File: config.mk
export PLATFORM = sky130hd
export DESIGN_NAME = rca_pipe_flat
export DESIGN_NICKNAME = d
export VERILOG_FILES = /design/src/rtl/rca_pipe_if.sv /design/src/rtl/rca_pipe.sv /design/src/flat_wrapper.sv
export SDC_FILE = /design/constraint.sdc
export NUM_CORES = 1
export LEC_CHECK = 0
export CAP_MARGIN = 20
export CORE_MARGIN = 2
export CORE_UTILIZATION = 30
export CTS_BUF_LIST = sky130_fd_sc_hd__clkbuf_8
export CTS_CLUSTER_SIZE = 25
export DETAILED_ROUTE_END_ITERATION = 8
export GPL_ROUTABILITY_DRIVEN = 1
export HOLD_SLACK_MARGIN = 0.03
export MAX_ROUTING_LAYER = met4
export PLACE_DENSITY_LB_ADDON = 0.3
export SLEW_MARGIN = 30
export SYNTH_ARGS = -nofsm -noshare
export SYNTH_HDL_FRONTEND = slang
export SYNTH_SLANG_ARGS = --single-unit
File: constraint.sdc
create_clock -name clk -period 3.97 [get_ports clk]
set_clock_uncertainty 0.05 [all_clocks]
set_input_delay 0.5955 -clock clk [delete_from_list [all_inputs] [get_ports clk]]
set_output_delay 0.5955 -clock clk [all_outputs]
set_load 0.1 [all_outputs]
File: src/rtl/rca_pipe_if.sv
// Operand/result handshake bundle for rca_pipe.
// Defining RCA_PIPE_OVF_EN adds the signed-overflow result bit ovf.
interface rca_pipe_if #(
   parameter int WIDTH = 32
);
   logic             in_valid;
   logic             in_ready;
   logic [WIDTH-1:0] a;
   logic [WIDTH-1:0] b;
   logic             cin;
   logic             sub;
   logic             out_valid;
   logic             out_ready;
   logic [WIDTH-1:0] s;
   logic             cout;
`ifdef RCA_PIPE_OVF_EN
   logic             ovf;

   modport master (output in_valid, a, b, cin, sub, out_ready,
                   input  in_ready, out_valid, s, cout, ovf);
   modport slave  (input  in_valid, a, b, cin, sub, out_ready,
                   output in_ready, out_valid, s, cout, ovf);
`else
   modport master (output in_valid, a, b, cin, sub, out_ready,
                   input  in_ready, out_valid, s, cout);
   modport slave  (input  in_valid, a, b, cin, sub, out_ready,
                   output in_ready, out_valid, s, cout);
`endif
endinterface

File: src/rtl/rca_pipe.sv
// Pipelined segmented ripple-carry add/subtract, one SEG_W segment per stage, global stall.
// Optional RCA_PIPE_OVF_EN: registered signed-overflow flag aligned with s.
module rca_pipe #(
   parameter int WIDTH = 32,
   parameter int SEG_W = 16
) (
   input  logic       clk,
   input  logic       rst,
   rca_pipe_if.slave  bus
);
   localparam int NSEG = WIDTH / SEG_W;

   if (((WIDTH % SEG_W) != 0) || (NSEG < 1) || (NSEG > 16)) begin : g_cfg_check
      $error("rca_pipe: WIDTH must be a multiple of SEG_W giving 1..16 segments");
   end

   logic             w_adv;
   logic [WIDTH-1:0] w_beff;
   logic             w_ceff;
   logic [SEG_W:0]   w_sum [NSEG];

   logic             r_vld_p [NSEG];
   logic             r_cy_p  [NSEG];
   logic [WIDTH-1:0] r_sum_p [NSEG];
   logic [WIDTH-1:0] r_opa_p [NSEG];
   logic [WIDTH-1:0] r_opb_p [NSEG];

   // The whole pipe, bubbles included, moves only when the output slot frees up.
   assign w_adv  = ~r_vld_p[NSEG-1] | bus.out_ready;
   assign w_beff = bus.sub ? ~bus.b   : bus.b;
   assign w_ceff = bus.sub ? ~bus.cin : bus.cin;

   always_comb begin
      w_sum[0] = {1'b0, bus.a[SEG_W-1:0]} + {1'b0, w_beff[SEG_W-1:0]}
               + {{SEG_W{1'b0}}, w_ceff};
      for (int k = 1; k < NSEG; k++) begin
         w_sum[k] = {1'b0, r_opa_p[k-1][k*SEG_W +: SEG_W]}
                  + {1'b0, r_opb_p[k-1][k*SEG_W +: SEG_W]}
                  + {{SEG_W{1'b0}}, r_cy_p[k-1]};
      end
   end

   always_ff @(posedge clk or posedge rst) begin
      if (rst) begin
         for (int k = 0; k < NSEG; k++) begin
            r_vld_p[k] <= 1'b0;
            r_cy_p[k]  <= 1'b0;
            r_sum_p[k] <= '0;
            r_opa_p[k] <= '0;
            r_opb_p[k] <= '0;
         end
      end else if (w_adv) begin
         // stage 0: conditioned operands enter, lowest segment added
         r_vld_p[0] <= bus.in_valid;
         r_cy_p[0]  <= w_sum[0][SEG_W];
         r_sum_p[0] <= WIDTH'(w_sum[0][SEG_W-1:0]);
         r_opa_p[0] <= bus.a;
         r_opb_p[0] <= w_beff;
         // stages 1..NSEG-1: add own segment with registered carry, skew the rest along
         for (int k = 1; k < NSEG; k++) begin
            r_vld_p[k] <= r_vld_p[k-1];
            r_cy_p[k]  <= w_sum[k][SEG_W];
            r_opa_p[k] <= r_opa_p[k-1];
            r_opb_p[k] <= r_opb_p[k-1];
            r_sum_p[k] <= r_sum_p[k-1];
            r_sum_p[k][k*SEG_W +: SEG_W] <= w_sum[k][SEG_W-1:0];
         end
      end
   end

`ifdef RCA_PIPE_OVF_EN
   logic w_a_msb;
   logic w_b_msb;
   logic w_cmsb;
   logic r_ovf;

   if (NSEG == 1) begin : g_msb_direct
      assign w_a_msb = bus.a[WIDTH-1];
      assign w_b_msb = w_beff[WIDTH-1];
   end else begin : g_msb_skew
      assign w_a_msb = r_opa_p[NSEG-2][WIDTH-1];
      assign w_b_msb = r_opb_p[NSEG-2][WIDTH-1];
   end

   // Carry into the MSB recovered from the MSB sum bit and its operand bits.
   assign w_cmsb = w_a_msb ^ w_b_msb ^ w_sum[NSEG-1][SEG_W-1];

   always_ff @(posedge clk or posedge rst) begin
      if (rst) begin
         r_ovf <= 1'b0;
      end else if (w_adv) begin
         r_ovf <= w_cmsb ^ w_sum[NSEG-1][SEG_W];
      end
   end

   assign bus.ovf = r_ovf;
`endif

   assign bus.in_ready  = w_adv;
   assign bus.out_valid = r_vld_p[NSEG-1];
   assign bus.s         = r_sum_p[NSEG-1];
   assign bus.cout      = r_cy_p[NSEG-1];

   a_out_hold: assert property (@(posedge clk) disable iff (rst)
      (bus.out_valid && !bus.out_ready) |=> (bus.out_valid && $stable(bus.s) && $stable(bus.cout)));
endmodule

File: src/flat_wrapper.sv
// flat-port wrapper written by rule: the top's interface ports become plain ports
module rca_pipe_flat 
#(
   parameter int WIDTH = 32,
   parameter int SEG_W = 16
)
  (clk, rst, bus_in_valid, bus_a, bus_b, bus_cin, bus_sub, bus_out_ready, bus_in_ready, bus_out_valid, bus_s, bus_cout);
  rca_pipe_if #(.WIDTH(WIDTH)) bus_i ();
  input  logic clk;
  input  logic rst;
  input wire logic [$bits(bus_i.in_valid)-1:0] bus_in_valid;
  input wire logic [$bits(bus_i.a)-1:0] bus_a;
  input wire logic [$bits(bus_i.b)-1:0] bus_b;
  input wire logic [$bits(bus_i.cin)-1:0] bus_cin;
  input wire logic [$bits(bus_i.sub)-1:0] bus_sub;
  input wire logic [$bits(bus_i.out_ready)-1:0] bus_out_ready;
  output wire logic [$bits(bus_i.in_ready)-1:0] bus_in_ready;
  output wire logic [$bits(bus_i.out_valid)-1:0] bus_out_valid;
  output wire logic [$bits(bus_i.s)-1:0] bus_s;
  output wire logic [$bits(bus_i.cout)-1:0] bus_cout;
  assign bus_i.in_valid = bus_in_valid;
  assign bus_i.a = bus_a;
  assign bus_i.b = bus_b;
  assign bus_i.cin = bus_cin;
  assign bus_i.sub = bus_sub;
  assign bus_i.out_ready = bus_out_ready;
  assign bus_in_ready = bus_i.in_ready;
  assign bus_out_valid = bus_i.out_valid;
  assign bus_s = bus_i.s;
  assign bus_cout = bus_i.cout;
  rca_pipe #(.WIDTH(WIDTH), .SEG_W(SEG_W)) u_core (.clk(clk), .rst(rst), .bus(bus_i));
endmodule
==> results.tsv <==
metric	value	unit
status	complete, no violations	
grt total ovfl	0	
fill cell count	1798	
IO buf count	104	
Leakage	2.78	nW
CTS Root Cell	clkbuf_8	
routing usage on met2	22.0	%
CP peak stage delay	470	ps
DRC	0	
cell row count	48	
GP Congestion	0.869	
H-tree depth	3	
CTS tree	done	
post-synth top area cell	dfrtp_1	
final worst-path cycle share	74.3	%
required time worst endpoint	4130	ps
worst hold start	u_core.bus.s[16]	
Fmax	339	MHz
Hold Path End	u_core.bus.s[16]	
Worst path top cell family by delay	compound AO/OA/AOI/OAI gates	
Finished Layout Cells	887	
reg2reg end	u_core.bus.s[26]	
Arrival @ worst endpoint	3110	ps
FF-to-FF path depth	8	
Antenna Cells	0	
Layout area overhead	23.5	%
Routed WL per cell	14.0	um
Worst Path Max Fanout	4	
Worst Tran Pin Value	1040	ps
met3 Use GR	1.72	%
Setup Viol. Count Final	0	
ys flop type	dfrtp_1	
GR Util All Layers	14.7	%
CTS-repair resized insts	0	
crit path cell chain	clkdlybuf4s50_1, xor2_1, fa_1, inv_1, fa_1, nand2b_1, a21oi_1, a21oi_1, a21oi_1, xnor2_1, o21ai_0	
area share of the largest cell type after synthesis	40.6	%
most used cell, CP	a21oi_1	
largest net degree at the start of global routing	104	
Setup crit start kind	primary input	
hold crit path type	reg2reg	
Post-CTS Setup Repair Bufs	0	
Syn Std Cell Area	5170	sq um
layout cells sized above 1	5.29	%
Top Usage Layer GRT	met2	
Max Root-Sink Buffers	2	
YS warnings	0	
core area	17100	sq um
Pwr per Cell Area	651	nW/um^2
Syn Nets	697	
RSZ-0062 raised after global routing	no	
die width	135	um
final instance area	6390	sq um
Worst-Skew Late Latency	360	ps
cts hold-fix bufs	0	
Max rail drop VDD	395	uV
Hold Path Depth	2	
routed vias/inst	4.64	
first-pass GRT wire length	20900	um
Yosys reg bits	84	
most common cell in the netlist	nand2_1	
reg2reg setup slack	1190	ps
number of synthesized flops with an enable pin	0	
TritonCTS Buffers	9	
antenna violations before repair	0	
minimum clock period	2950	ps
commonest cells in the synthesized netlist	nand2_1, dfrtp_1, o21ai_0	
Worst-path clk slew	70	ps
Post-Synthesis Cells	593	
number of I/O pins	105	
met1 Use GR	20.3	%
Worst slew margin	30.7	%
# nets final	762	
Total Neg Setup Slack	0	ps
routed wire length	12400	um
Synth async-reset ratio	100	%
Hold Fails Final Rpt	0	
die area	18300	sq um
Detail Route Antenna Nets	0	
critical path class	in2reg	
routed vias	4113	
post-synth cell types	49	
Post-DP Area	6220	sq um
Buf/Inv on CP	2	
Synth Area per Inst	8.72	sq um
Placed Instances	872	
initial cell density of the core	30.3	%
Max Slew Vio Count	0	
vias in the first global route	4189	
Initial DRT Pass Iterations	4	
hpwl dp	9250	um
register area share after synthesis	40.6	%
DR iter-0 viols	206	
crit end category	register	
clk sinks	84	
slowest stage cell, crit path	clkdlybuf4s50_1	
top cells by area, synth	dfrtp_1, nand2_1, ha_1, buf_4, xnor2_1	
chip height	135	um
worst flop-to-flop path startpoint	u_core.r_opb_p[48]	
max_cap viols	0	
[metrics by stage]
step	hold WS [ps]	total power, mW	utilization [%]	worst slack [ps]
floorplan	380	3.25	-	874
global placement	400	3.61	36.5	740
detailed placement	405	3.64	36.5	667
CTS	423	4.20	37.5	1050
global route	440	4.40	37.5	799
finish	417	4.16	37.5	1020
[flip-flops by register name, summed over array words and instances, names as in the netlist]
register,flops
u_core.bus.s,32
u_core.r_sum_p,16
u_core.r_cy_p,1
u_core.r_opb_p,16
u_core.bus.out_valid,1
u_core.r_opa_p,16
u_core.r_vld_p,1
u_core.bus.cout,1
[worst min-delay path: cells and delay by family (launching register included)]
family        cells  cell delay [ps]
flops             1              340
simple gates      2              100
[how the worst max path moves through the flow]
stage	slack, ps	cells after the start	to	start
2_1_floorplan	870	4	bus_in_ready	u_core.bus.out_valid
3_3_place_gp	740	11	u_core.r_sum_p[44]	bus_b[0]
3_5_place_dp	670	11	u_core.r_sum_p[44]	bus_b[0]
4_1_cts	1050	11	u_core.r_sum_p[44]	bus_b[0]
5_1_grt	800	11	u_core.r_sum_p[44]	bus_cin
6_report	1020	11	u_core.r_sum_p[44]	bus_b[0]
[cells by family after synthesis]
group	count (synthesis)	share of synthesized area [%]
flip-flops	84	40.6
adder cells (fa/ha/maj)	34	8.81
buffers and inverters	65	7.33
XOR/XNOR	52	8.81
multiplexers	2	0.484
AND/OR/NAND/NOR	223	18.3
AO/OA/AOI/OAI	133	15.6
[final cells by class]
cell class | count | area, sq um | share of cell area [%]
Multi-Input combinational cell | 444 | 2700 | 42.2
Sequential cell | 84 | 2100 | 32.9
Timing Repair Buffer | 110 | 1100 | 17.3
Tap cell | 225 | 282 | 4.41
Clock buffer | 11 | 151 | 2.37
Inverter | 9 | 35.0 | 0.548
Clock inverter | 4 | 17.5 | 0.274
[per-layer routing]
layer / up-vias / wire, um
met1: 1908 / 6150
met5: - / 0
li1: 2099 / -
met4: 0 / 267
met3: 17 / 371
met2: 89 / 5610
[where the power goes]
group | leakage, nW | total, mW | switching (mW) | internal (mW)
combinational | 1.69 | 2.36 | 1.69 | 0.674
sequential | 0.994 | 1.26 | 0.154 | 1.10
clock | 0.0976 | 0.541 | 0.289 | 0.252
[layout by cell type, fill, tap and decap left out, types with 3 or more instances in the layout]
| master | synthesis | routed |
|---|---|---|
| o211ai_1 | 3 | 3 |
| nor3_1 | 6 | 6 |
| a31oi_1 | 6 | 6 |
| a21o_1 | 4 | 4 |
| xor2_1 | 24 | 24 |
| a21oi_1 | 38 | 38 |
| xnor2_1 | 28 | 28 |
| ha_1 | 30 | 30 |
| nand3_1 | 9 | 9 |
| o21a_1 | 5 | 5 |
| nor2_1 | 30 | 30 |
| a211oi_1 | 7 | 7 |
| fa_1 | 4 | 4 |
| dfrtp_1 | 84 | 84 |
| o21ai_0 | 43 | 43 |
| and3_1 | 4 | 4 |
| nand2_1 | 150 | 150 |
| clkbuf_8 | 0 | 11 |
| nor3b_1 | 3 | 3 |
| clkinv_2 | 0 | 3 |
| nor2b_1 | 4 | 3 |
| a211oi_2 | 3 | 3 |
| nand2b_1 | 7 | 7 |
| o21ai_1 | 7 | 7 |
| buf_4 | 33 | 5 |
| inv_1 | 9 | 9 |
| clkdlybuf4s50_1 | 0 | 102 |
| o31ai_1 | 3 | 3 |
(Power assumes the default switching activity.)
==> RTL change: new RTL, same flow settings <==
`WIDTH` is set to 32 in 3 places; all go to 16.
--- a/src/rtl/rca_pipe_if.sv
+++ b/src/rtl/rca_pipe_if.sv
@@ -1,7 +1,7 @@
 // Operand/result handshake bundle for rca_pipe.
 // Defining RCA_PIPE_OVF_EN adds the signed-overflow result bit ovf.
 interface rca_pipe_if #(
-   parameter int WIDTH = 32
+   parameter int WIDTH = 16
 );
    logic             in_valid;
    logic             in_ready;
--- a/src/rtl/rca_pipe.sv
+++ b/src/rtl/rca_pipe.sv
@@ -1,7 +1,7 @@
 // Pipelined segmented ripple-carry add/subtract, one SEG_W segment per stage, global stall.
 // Optional RCA_PIPE_OVF_EN: registered signed-overflow flag aligned with s.
 module rca_pipe #(
-   parameter int WIDTH = 32,
+   parameter int WIDTH = 16,
    parameter int SEG_W = 16
 ) (
    input  logic       clk,
--- a/src/flat_wrapper.sv
+++ b/src/flat_wrapper.sv
@@ -1,7 +1,7 @@
 // flat-port wrapper written by rule: the top's interface ports become plain ports
 module rca_pipe_flat 
 #(
-   parameter int WIDTH = 32,
+   parameter int WIDTH = 16,
    parameter int SEG_W = 16
 )
   (clk, rst, bus_in_valid, bus_a, bus_b, bus_cin, bus_sub, bus_out_ready, bus_in_ready, bus_out_valid, bus_s, bus_cout);
Ports: changed (resized bus_a, bus_b and bus_s); port bits go from 105 to 57. No check against the original RTL was run, so the function may have changed too.
==> RTL change against the unedited design <==
  * Die area shrank 69%
  * Sequential share of layout area shrank 13 points
  * Worst setup slack lost 0.20 ns
  * Routed wire length shrank 72%
  * Sequential cell count shrank 66
  * Power shrank 72%
  * Sequential power shrank 79%
  * Utilization grew 7.0 points
  * Via count shrank 67%
  * Worst hold slack gained 0.0068 ns
  * Synthesized area shrank 70%
  * Final area shrank 65%
==> RTL change: results (changes against the unedited design) <==
Worst setup path
  – Crit path from: bus_sub
  – Reg-to-reg startpoint: u_core.bus.out_valid
  – Reg2Reg Setup Slack: 2.12 ns (+0.93 ns)
  – Arrival time at the worst endpoint: 3.29 ns (+0.18 ns)
  – Max Fanout on Critical Path: 13 (+9)

Layout
  – Number of diodes added for antenna fixing: 0 (unchanged)
  – Number of flip-flops under the largest register name: 16 (-50%)
  – Layout Nets: 287 (-62%)
  – Proportion of layout cells with a drive suffix above 1: 0.0478 (-0.00504)
  – Filler cell count in the final layout: 513 (-71%)

Clock network
  – Number of buffers added by the clock tree synthesis step: 3 (-6)
  – Clk_lat worst skew: 0.25 ns (-0.11 ns)
  – H-tree depth: 1 (-2)
  – Buffer levels on the longest clock path: 2 (unchanged)
  – Clock edge transition at the registers on the reported setup and hold paths: 0.06 ns
  – Resize count post-CTS: 0 (unchanged)

Synth
  – Biggest area contributors in the synthesized netlist: dfrtp_1 29%, xor2_1 14%, ha_1 12%, a21oi_1 5.9%, o21ai_0 4.2%
  – Adder and majority gate portion of the synthesized area: 0.148 (+0.0604)
  – Count of distinct cell types in the synthesized netlist: 36 (-27%)
  – Fraction of synthesis flops using an asynchronous set or reset pin: 1.00 (unchanged)
  – Seq/Total Area, Yosys: 0.294 (-0.113)
  – Top cell types by occurrence after synthesis: 25 x xor2_1, 18 x a21oi_1, 18 x dfrtp_1
  – Share of cell area taken by muxes after synthesis: 0 (-0.00484)
  – Net count after synthesis: 230 (-67%)
  – Compound-cell area share of the yosys netlist: 0.204 (+0.0479)
  – Synthesized-area fraction occupied by xor and xnor cells: 0.166 (+0.0775)

Global route
  – Maximum number of pins on one net before global-route repair: 19 (-82%)
  – Global-route wire length before repair: 5.55 mm (-73%)
  – Initial antenna violation count: 0 (unchanged)
  – Number of global-route vias before repair: 1257 (-70%)
  – Global routing usage summed across all routing layers: 0.130 (-0.0165)

Drt
  – Initial DRC Count: 93 (-55%)
  – Via count: 1374 (-67%)
  – First-pass detailed-route iteration total: 4 (unchanged)
  – Wire length after detailed routing: 3.48 mm (-72%)

Placement
  – Detailed-placement wirelength estimate: 2.97 mm (-68%)
  – Instance area after placement: 2190 um2 (-65%)
  – Weighted congestion reported at the end of routability-driven placement: 0.861 (-0.98%)
  – Number of input and output port buffers inserted: 56 (-46%)

Timing
  – Worst hold margin: 0.423 ns (+0.00676 ns)
  – Endpoints failing setup: 0 (unchanged)
  – Slew of the pin with the lowest slew margin: 0.977 ns (-0.0590 ns)

Status
  – Run status: complete, no violations

Hold path
  – Min-Delay Startpoint: u_core.bus.s[0]

Power and ir drop
  – Leakage: 0.000943 uW (-66%)
  – Maximum vdd ir drop: 262 uV (-34%)
RTL change: cell count changes after synthesis, moves of 6 or more:
| cell | unedited run | this run |
|---|---|---|
| nor2_1 | 30 | 11 |
| o21ai_0 | 43 | 13 |
| nand3_1 | 9 | 3 |
| buf_4 | 33 | 0 |
| a21oi_1 | 38 | 18 |
| buf_2 | 9 | 2 |
| o21ai_1 | 7 | 0 |
| a211oi_1 | 7 | 0 |
| ha_1 | 30 | 15 |
| clkbuf_1 | 10 | 4 |
| dfrtp_1 | 84 | 18 |
| xnor2_1 | 28 | 4 |
| nand2_1 | 150 | 16 |
RTL change: layout make-up:
cell class	instances	area, um2	area share
Timing Repair Buffer	59	593	0.266
Sequential cell	18	450	0.202
Inverter	5	18.8	0.00843
Multi-Input combinational cell	145	1040	0.465
Tap cell	70	87.6	0.0393
Clock buffer	3	41.3	0.0185
RTL change: logic make-up (layout without fill, tap and decap cells):
kind of cell	Yosys count	count (layout)
AND/OR/NAND/NOR	49	49
buffers and inverters	12	67
flip-flops	18	18
XOR/XNOR	29	29
AO/OA/AOI/OAI	50	50
adder cells (fa/ha/maj)	17	17
RTL change: per-stage QoR:
stage / cells / setup slack (ns)
after detailed placement: 297 / 0.548
final: 300 / 0.823
after CTS: 300 / 0.813
after global placement: 297 / 0.601
after global routing: 300 / 0.627
after floorplan: 175 / 0.683
RTL change: final timing paths:
path / cells after the start / end
max in group asynchronous: 2 / u_core.bus.out_valid
setup / recovery: 9 / u_core.bus.s[12]
hold / removal: 2 / u_core.bus.s[0]
min in group asynchronous: 2 / u_core.bus.s[10]
setup reg to reg: 6 / u_core.bus.s[15]
hold reg to reg: 2 / u_core.bus.s[0]
RTL change: where the power goes:
group	internal, uW	switching, uW	total, uW	leakage, uW
clock	67.4	56.4	124	0.0000216
combinational	225	560	785	0.000713
sequential	235	27.3	262	0.000208
RTL change: critical path: stages:
cell             delay [ns]
clkdlybuf4s50_1        0.61
buf_4                  0.29
xor2_1                 0.17
ha_1                   0.30
a21oi_1                0.28
o21ai_0                0.14
a221o_1                0.34
or4b_1                 0.48
nand3_1                0.09
RTL change: per-layer routing:
metal | up-vias | GRT usage | part of all wire
met5 | - | - | 0
met4 | 0 | 0.0468 | 0.016
met3 | 5 | 0.00661 | 0.037
met2 | 36 | 0.200 | 0.45
met1 | 606 | 0.182 | 0.50
li1 | 727 | - | -
